`src/rtl/seq_det_pkg.sv`:
```
// Shared definitions for the parametrised serial sequence detector.
// Provides default sizing constants, the default-width length type and the
// control FSM state encoding.
package seq_det_pkg;

  localparam int unsigned DEF_MAX_LEN = 8;
  localparam int unsigned DEF_CNT_W   = 16;

  typedef logic [$clog2(DEF_MAX_LEN+1)-1:0] len_t;

  // DISABLED: len==0, FILLING: fill<len, ARMED: fill>=len
  typedef enum logic [1:0] {
    StDisabled,
    StFilling,
    StArmed
  } state_e;

endpackage

```
`src/rtl/seq_det_match_cnt.sv`:
```
// Saturating match counter.
// Ports:
//   clk   - clock, posedge
//   rst   - synchronous active-high reset
//   clr   - clear count (applied before inc in the same cycle)
//   inc   - increment by one, holds at all-ones
//   count - current count
module seq_det_match_cnt
  import seq_det_pkg::*;
#(
  parameter int unsigned CNT_W = DEF_CNT_W
) (
  input  logic             clk,
  input  logic             rst,
  input  logic             clr,
  input  logic             inc,
  output logic [CNT_W-1:0] count
);

  logic [CNT_W-1:0] count_q, count_d;

  always_comb begin
    count_d = count_q;
    if (clr) count_d = '0;
    if (inc && (count_d != '1)) count_d = count_d + 1'b1;
  end

  always_ff @(posedge clk) begin
    if (rst) count_q <= '0;
    else     count_q <= count_d;
  end

  assign count = count_q;

endmodule

```
`src/rtl/seq_detector_param.sv`:
```
// Runtime-programmable serial bit sequence detector.
// Ports:
//   clk, rst     - clock and synchronous active-high reset
//   in, in_valid - serial data bit and its qualifier
//   cfg_load     - latch cfg_pattern/cfg_len/cfg_overlap, clear history
//   cfg_pattern  - pattern, bit [len-1] received first, bit [0] last
//   cfg_len      - pattern length, clamped to MAX_LEN; 0 disables detection
//   cfg_overlap  - 1 keeps history after a match, 0 needs len fresh bits
//   count_clr    - clear match_count (a same-cycle match still counts)
//   out          - registered one-cycle match pulse
//   match_count  - saturating match count
module seq_detector_param
  import seq_det_pkg::*;
#(
  parameter int unsigned MAX_LEN = DEF_MAX_LEN,
  parameter int unsigned CNT_W   = DEF_CNT_W
) (
  input  logic                         clk,
  input  logic                         rst,
  input  logic                         in,
  input  logic                         in_valid,
  input  logic                         cfg_load,
  input  logic [MAX_LEN-1:0]           cfg_pattern,
  input  logic [$clog2(MAX_LEN+1)-1:0] cfg_len,
  input  logic                         cfg_overlap,
  input  logic                         count_clr,
  output logic                         out,
  output logic [CNT_W-1:0]             match_count
);

  localparam int unsigned LEN_W = $clog2(MAX_LEN+1);
  localparam logic [LEN_W-1:0] MaxLenL  = LEN_W'(MAX_LEN);
  localparam logic [LEN_W:0]   MaxFillW = (LEN_W+1)'(MAX_LEN);

  logic [MAX_LEN-1:0] hist_q, hist_d, hist_n;
  logic [MAX_LEN-1:0] pattern_q, pattern_d;
  logic [MAX_LEN-1:0] mask;
  logic [LEN_W-1:0]   len_q, len_d;
  logic [LEN_W-1:0]   fill_q, fill_d, fill_sat;
  logic [LEN_W:0]     fill_inc;
  logic               overlap_q, overlap_d;
  logic               out_q;
  logic               match;
  state_e             state_q, state_d;

  // Compare window: only the low len bits of history/pattern take part.
  always_comb begin
    mask = '0;
    for (int unsigned i = 0; i < MAX_LEN; i++) mask[i] = (i < 32'(len_q));
  end

  always_comb begin
    hist_d    = hist_q;
    fill_d    = fill_q;
    pattern_d = pattern_q;
    len_d     = len_q;
    overlap_d = overlap_q;
    match     = 1'b0;

    hist_n   = {hist_q[MAX_LEN-2:0], in};
    // One extra bit so fill+1 cannot wrap when MAX_LEN+1 is a power of two.
    fill_inc = {1'b0, fill_q} + 1'b1;
    fill_sat = (fill_inc > MaxFillW) ? MaxLenL : fill_inc[LEN_W-1:0];

    if (cfg_load) begin
      // Config wins over a coincident data bit, which is dropped.
      pattern_d = cfg_pattern;
      len_d     = (cfg_len > MaxLenL) ? MaxLenL : cfg_len;
      overlap_d = cfg_overlap;
      hist_d    = '0;
      fill_d    = '0;
    end else if (in_valid) begin
      hist_d = hist_n;
      fill_d = fill_sat;
      // ARMED already has enough bits; FILLING becomes full exactly when fill+1 reaches len.
      match  = (state_q != StDisabled) &&
               ((state_q == StArmed) || (fill_inc >= {1'b0, len_q})) &&
               (((hist_n ^ pattern_q) & mask) == '0);
      if (match && !overlap_q) fill_d = '0;
    end

    if (len_d == '0)          state_d = StDisabled;
    else if (fill_d >= len_d) state_d = StArmed;
    else                      state_d = StFilling;
  end

  always_ff @(posedge clk) begin
    if (rst) begin
      hist_q    <= '0;
      fill_q    <= '0;
      pattern_q <= '0;
      len_q     <= '0;
      overlap_q <= 1'b1;
      out_q     <= 1'b0;
      state_q   <= StDisabled;
    end else begin
      hist_q    <= hist_d;
      fill_q    <= fill_d;
      pattern_q <= pattern_d;
      len_q     <= len_d;
      overlap_q <= overlap_d;
      out_q     <= match;
      state_q   <= state_d;
    end
  end

  seq_det_match_cnt #(
    .CNT_W (CNT_W)
  ) u_match_cnt (
    .clk   (clk),
    .rst   (rst),
    .clr   (count_clr),
    .inc   (match),
    .count (match_count)
  );

  assign out = out_q;

endmodule

```
`config.mk`:
```
export PLATFORM = sky130hd
export DESIGN_NAME = seq_detector_param
export DESIGN_NICKNAME = d
export VERILOG_FILES = /design/src/rtl/seq_det_pkg.sv /design/src/rtl/seq_det_match_cnt.sv /design/src/rtl/seq_detector_param.sv
export SDC_FILE = /design/constraint.sdc
export NUM_CORES = 1
export LEC_CHECK = 0
export ABC_AREA = 0
export BUFFER_PORTS_ARGS = -buffer_cell sky130_fd_sc_hd__buf_4
export CAP_MARGIN = 30
export CORE_MARGIN = 2
export CORE_UTILIZATION = 45
export CTS_BUF_LIST = sky130_fd_sc_hd__clkbuf_8
export CTS_CLUSTER_DIAMETER = 40
export DETAILED_ROUTE_END_ITERATION = 10
export GPL_ROUTABILITY_DRIVEN = 0
export GPL_TIMING_DRIVEN = 0
export PLACE_DENSITY = 0.77
export SLEW_MARGIN = 15
export SYNTH_ARGS = -nofsm -noshare
export SYNTH_HDL_FRONTEND = slang
export SYNTH_SLANG_ARGS = --single-unit
```
`constraint.sdc`:
```
create_clock -name clk -period 5.5 [get_ports clk]
set_input_delay 1.1 -clock clk [delete_from_list [all_inputs] [get_ports clk]]
set_output_delay 1.1 -clock clk [all_outputs]
set_load 0.02 [all_outputs]
```
==> results of run 1 <==
## layout by cell type (no fill, tap or decap), drive strengths merged, types with 2 or more instances in the layout
| cell type | instances |
|---|---|
| nor4 | 4 |
| or3 | 5 |
| nand2b | 3 |
| a211oi | 3 |
| clkbuf | 17 |
| a22oi | 3 |
| nand3 | 16 |
| or4 | 9 |
| and2b | 2 |
| a2bb2oi | 2 |
| mux2i | 16 |
| a2111o | 2 |
| nand4b | 4 |
| inv | 13 |
| a21o | 2 |
| dfxtp | 43 |
| nand4 | 3 |
| a21oi | 18 |
| ha | 10 |
| and3 | 4 |
| xnor2 | 6 |
| buf | 37 |
| or2 | 2 |
| nor3 | 4 |
| o21ai | 13 |
| nor2 | 35 |
| nand2 | 11 |
| xor2 | 5 |
| o31ai | 7 |
| nor2b | 8 |
## state kept, by name (all words and copies together) (netlist names)
name and cells:
len_q 4, overlap_q 1, u_match_cnt.count 16, fill_q 4
hist_q 7, pattern_q 8, out 1, state_q 2
## worst paths after layout
path,end,slack [ps],depth (start not counted)
setup / recovery,state_q[0],2060,12
hold / removal,u_match_cnt.count[4],500,2
setup reg to reg,state_q[0],2210,14
hold reg to reg,u_match_cnt.count[4],500,2
## cells by family after synthesis
kind of cell               synth area share, %
AOI/OAI and AO/OA                         16.1
xor gates and xnor gates                  4.09
adders and majority gates                 5.31
buffers and inverters                     5.63
DFF                                       36.5
muxes                                     7.27
and+or+nand+nor                           25.1
## power groups by stage
stage          Clock (µW)  Combinational (µW)  Sequential [µW]
2_1_floorplan           0                61.5              332
3_3_place_gp            0                89.5              333
3_5_place_dp            0                90.5              333
4_1_cts               226                91.4              326
5_1_grt               239                 102              327
6_report              221                91.8              326
## Yosys cell counts (all sizes together), types with 3 or more instances
| cell type | count | area [µm²] |
|---|---|---|
| a211oi | 3 | 35.0 |
| a21oi | 18 | 90.1 |
| o21ai | 13 | 65.1 |
| or4 | 9 | 67.6 |
| clkbuf | 10 | 80.1 |
| nor3 | 4 | 20.0 |
| dfxtp | 43 | 861 |
| mux2i | 16 | 160 |
| xnor2 | 6 | 52.6 |
| nand3 | 16 | 80.1 |
| nor2 | 35 | 131 |
| nor2b | 8 | 50.1 |
| ha | 10 | 125 |
| and3 | 4 | 26.3 |
| nand4 | 3 | 18.8 |
| nor4 | 4 | 25.0 |
| nand4b | 4 | 35.0 |
| or3 | 5 | 31.3 |
| xor2 | 5 | 43.8 |
| nand2 | 11 | 48.8 |
| o31ai | 7 | 52.6 |
| inv | 12 | 45.0 |
| a22oi | 3 | 22.5 |
| nand2b | 3 | 18.8 |
## area by class of cell
type	count	area [µm²]
clock buffer	7	96.3
inverter	12	45.0
multi-input combinational	206	1360
timing repair buffer	35	263
tap	70	87.6
sequential	43	861
clock inverter	1	3.75
buffer	12	87.6
fill	497	2270
## metal layers
layer | wire (µm) | GRT usage [%] | vias to the layer above | part of all wire [%]
met2 | 2730 | 34.4 | 78 | 49
li1 | - | - | 1076 | -
met5 | 0 | 0 | - | 0
met1 | 2460 | 24.2 | 1023 | 44
met3 | 322 | 4.15 | 7 | 5.8
met4 | 51 | 7.09 | 0 | 0.92
## metrics by stage
step / setup slack, ps / std cells
finish: 2060 / 386
floorplan: 2230 / 273
global route: 1800 / 386
detailed placement: 1800 / 378
global placement: 1840 / 378
CTS: 2090 / 386
## worst register-to-register path, stage by stage, from the launching register on
cell and delay [ps]:
dfxtp_1 440, ha_1 280, xor2_1 200, ha_1 200, o21ai_0 80, o21ai_0 280, nand4b_1 280, a22oi_1 270
or2_2 150, ha_1 210, nand2b_1 140, a21o_1 170, a21o_1 170, a21oi_1 210, nor2b_1 150
==> impl_metrics.env, run 1 <==
export IMPL_area_grow_syn2layout_pct=19.1
export IMPL_fin_crit_sh_pct=62.5
export IMPL_dieArea_um2=5830
export IMPL_post_synth_edffs=0
export IMPL_combPwrFrac_pct=14.4
export IMPL_first_global_vias=2106
export IMPL_finalCoreUtilization_pct=55.3
export IMPL_yosys_warnings=0
export IMPL_max_slew_worst_pin_slew_ps=617
export IMPL_grt_setup_unrepaired="no"
export IMPL_globalRouteTotalUtil_pct=19.8
export IMPL_design_core_area_um2=5070
export IMPL_cts_tree="built"
export IMPL_die_span_y_um=76.4
export IMPL_synthCells=273
export IMPL_dr_total_vias=2184
export IMPL_internal_power_uw=472
export IMPL_port_buffers=35
export IMPL_critPathCaptureType="register"
export IMPL_drt_pass1_iterations=4
export IMPL_critical_path_max_stage_delay_ps=470
export IMPL_max_slew_margin_pct=58.8
export IMPL_worst_skew_pair_late_latency_ps=300
export IMPL_globalRoute_totalOverflow=0
export IMPL_setup_viol=0
export IMPL_final_design_area_no_fill_um2=2810
export IMPL_numClockSinks=43
export IMPL_critPathLaunchType="primary input"
export IMPL_htree_num_levels=2
export IMPL_crit_path_max_fanout=10
export IMPL_worstPathCellList="buf_4 -> clkbuf_1 -> inv_1 -> nor3_1 -> a22oi_1 -> or2_2 -> ha_1 -> nand2b_1 -> a21o_1 -> a21o_1 -> a21oi_1 -> nor2b_1"
export IMPL_post_route_min_period_ps=3440
export IMPL_drt_total_wl_um=5560
export IMPL_tritoncts_num_buffers=5
export IMPL_wire_per_inst_um=14.4
export IMPL_drive_above_1_share_pct=17.7
export IMPL_cp_slowest_cell="clkbuf_1"
export IMPL_core_rowCount=26
export IMPL_maxCapViolations=0
export IMPL_data_arrival_time_of_the_critical_path_ps=3680
export IMPL_power_per_cell_area_nw_per_um2=227
export IMPL_cts_hold_buffers=0
export IMPL_cts_resized=0
export IMPL_grt_antenna_before_repair=0
export IMPL_hpwl_um=4090
export IMPL_synth_cell_area_um2=2360
export IMPL_syn_num_nets=302
export IMPL_yosys_cell_types_count=44
export IMPL_timing_fmax_ghz=0.291
export IMPL_setup_tns_ps=0
export IMPL_avgSynthCellArea_um2=8.63
export IMPL_net_switching_power_uw=166
export IMPL_grt_pass1_wl_um=9470
export IMPL_reg2reg_from="fill_q[0]"
export IMPL_synth_seq_cells=43
export IMPL_postSynth_asyncResetShare_pct=0
export IMPL_required_ps=5740
export IMPL_clock_tree_buffer_depth=2
export IMPL_clockRootBuffer="clkbuf_8"
export IMPL_setup_worst_path_class="primary input to register"
export IMPL_fin_worst_hold_slack_ps=504
export IMPL_drt_drc_violations_left=0
export IMPL_crit_path_frequent_cell="a21o_1"
export IMPL_critical_path_buf_inv_count=3
export IMPL_viasPerCell=5.66
export IMPL_hold_path_startpoint="u_match_cnt.count[4]"
export IMPL_p_clk_share_pct=34.6
export IMPL_fp_dieW_um=76.4
export IMPL_initial_core_utilization_pct=46.4
export IMPL_netSwitchingFraction_pct=26.1
export IMPL_static_leakage_power_uw=0.00112
export IMPL_outcome="finished clean"
export IMPL_top_level_ports=36
export IMPL_postCtsSetupRepairBufs=0
export IMPL_synth_seq_area_share_pct=36.5
export IMPL_total_power_uw=639
export IMPL_drt_iter0_drc=138
export IMPL_dpl_instance_area_um2=2710
export IMPL_finish_net_count=344
export IMPL_synthFlopType="dfxtp_1"
export IMPL_cts_clk_slew_worst_paths_ps=80
export IMPL_critPathLaunch="in_valid"
export IMPL_hold_violations=0
export IMPL_ir_drop_v=0.000167
export IMPL_antenna_cells_inserted=0
export IMPL_ant_nets=0
export IMPL_critPathTopFamily="buffers and inverters"
export IMPL_seq_power_share_pct=51.0
export IMPL_holdCritPathClass="register to register"
export IMPL_worst_clock_skew_ps=4.09
export IMPL_slew_viol_final=0
export IMPL_largest_net_degree_at_the_start_of_global_routing=13
Power figures use the tool's default switching activity.
==> inputs of run 2 (changes only) <==
==> constraint.sdc (replaced) <==
create_clock -name clk -period 3.29 [get_ports clk]
set_input_delay 0.658 -clock clk [delete_from_list [all_inputs] [get_ports clk]]
set_output_delay 0.658 -clock clk [all_outputs]
set_load 0.02 [all_outputs]
==> impl_metrics.env, run 2 (synthesized netlist as in run 1, its figures left out) <==
export IMPL_fillCellCount=498
export IMPL_critical_path_max_stage_delay_ps=420
export IMPL_finish_net_count=344
export IMPL_multi_input_comb_area_um2=1400
export IMPL_top_level_ports=36
export IMPL_critPathTopFamily="compound AO/OA/AOI/OAI gates"
export IMPL_critPathCaptureType="register"
export IMPL_drt_pass1_iterations=4
export IMPL_cts_clk_slew_worst_paths_ps=80
export IMPL_dr_total_vias=2183
export IMPL_core_rowCount=26
export IMPL_power_per_cell_area_nw_per_um2=379
export IMPL_cp_slowest_cell="or4_1"
export IMPL_wire_per_inst_um=14.4
export IMPL_final_design_area_no_fill_um2=2840
export IMPL_max_slew_margin_pct=58.5
export IMPL_port_buffers=35
export IMPL_slew_viol_final=0
export IMPL_outcome="finished clean"
export IMPL_drt_iter0_drc=155
export IMPL_largest_register_ff_count=16
export IMPL_postCtsSetupRepairBufs=0
export IMPL_place_ws_ps=28.8
export IMPL_post_route_min_period_ps=3120
export IMPL_crit_path_max_fanout=8
export IMPL_hpwl_um=4090
export IMPL_dieArea_um2=5830
export IMPL_max_slew_worst_pin_slew_ps=623
export IMPL_postLayoutSetupSlackWorst_ps=173
export IMPL_viasPerCell=5.66
export IMPL_grt_antenna_before_repair=0
export IMPL_ir_drop_v=0.000281
export IMPL_clockRootBuffer="clkbuf_8"
export IMPL_tritoncts_num_buffers=5
export IMPL_hold_violations=0
export IMPL_clock_tree_buffer_depth=2
export IMPL_initial_core_utilization_pct=46.4
export IMPL_layout_cells_most_common_list="dfxtp_1 (42), nor2_1 (35), buf_4 (35)"
export IMPL_worstPathCellList="clkbuf_2 -> or4_1 -> a221o_1 -> a21oi_2 -> nand4b_1 -> a22oi_2 -> or2_2 -> ha_1 -> nand2b_1 -> a21o_1 -> a21o_1 -> a21oi_2 -> nor2b_1"
export IMPL_grt_pass1_wl_um=9470
export IMPL_globalRoute_totalOverflow=0
export IMPL_cts_tree="built"
export IMPL_drt_total_wl_um=5550
export IMPL_htree_num_levels=2
export IMPL_critical_path_buf_inv_count=1
export IMPL_setup_viol=0
export IMPL_numClockSinks=43
export IMPL_fp_dieW_um=76.4
export IMPL_worst_skew_pair_late_latency_ps=300
export IMPL_register_area_um2=862
export IMPL_worst_clock_skew_ps=4.41
export IMPL_drt_drc_violations_left=0
export IMPL_globalRouteTotalUtil_pct=19.8
export IMPL_mostFrequentLayoutCell="dfxtp_1"
export IMPL_die_span_y_um=76.4
export IMPL_static_leakage_power_uw=0.00112
export IMPL_setup_worst_path_class="register to register"
export IMPL_ant_nets=0
export IMPL_data_arrival_time_of_the_critical_path_ps=3360
export IMPL_drive_above_1_share_pct=20.3
export IMPL_first_global_vias=2106
export IMPL_area_grow_syn2layout_pct=20.5
export IMPL_timing_fmax_ghz=0.321
export IMPL_required_ps=3530
export IMPL_dpl_instance_area_um2=2710
export IMPL_holdCritPathClass="register to register"
export IMPL_design_core_area_um2=5070
export IMPL_total_power_uw=1080
export IMPL_largest_net_degree_at_the_start_of_global_routing=13
export IMPL_fin_crit_sh_pct=94.7
export IMPL_maxCapViolations=0
export IMPL_critPathLaunchType="register"
export IMPL_antenna_cells_inserted=0
## run 2: worst reg2reg max path: cells and delay by family, from the launching register on
kind | cells | cell delay [ps]
fa+ha+maj | 1 | 210
flops | 1 | 310
simple gates | 5 | 1090
buf+inv | 1 | 170
compound gates | 6 | 1280
## run 2: repair_timing
| item | CTS | global route |
|---|---|---|
| setup endpoints to repair | 0 | 2 |
| gates resized for setup | 0 | 9 |
| hold buffers | 0 | 0 |
## run 2: path summary, 6_finish.rpt
path / endpoint / slack [ps] / start / depth (start not counted)
max: state_q[0] / 170 / len_q[3] / 13
min: u_match_cnt.count[4] / 500 / u_match_cnt.count[4] / 2
max reg2reg: state_q[0] / 170 / len_q[3] / 13
min reg2reg: u_match_cnt.count[4] / 500 / u_match_cnt.count[4] / 2
## run 2: layer usage
metal	GRT usage, %	wire (µm)	vias up
met4	7.09	85	0
met3	4.15	275	12
met1	24.2	2420	1022
met5	0	0	-
met2	34.4	2770	69
li1	-	-	1080
## run 2: per-stage QoR
step	setup TNS [ps]	util, %	instances	hold WS, ps
after floorplan	0	-	273	481
after global placement	0	53.4	378	483
after detailed placement	0	53.4	378	494
after CTS	0	55.3	386	505
after global routing	-16.6	56.0	386	540
final	0	56.0	386	504
## run 2: layout make-up
class	instances	share of cell area, %
Sequential cell	43	30.4
Buffer	12	3.08
Multi-Input combinational cell	206	49.1
Tap cell	70	3.08
Inverter	12	1.59
Timing Repair Buffer	35	9.25
Clock inverter	1	0.132
Clock buffer	7	3.39
## run 2: power breakdown
| part | internal (µW) | switching, µW | leakage (µW) |
|---|---|---|---|
| sequential | 534 | 10.8 | 0.000350 |
| clock | 189 | 182 | 0.0000557 |
| combinational | 69.4 | 90.1 | 0.000712 |
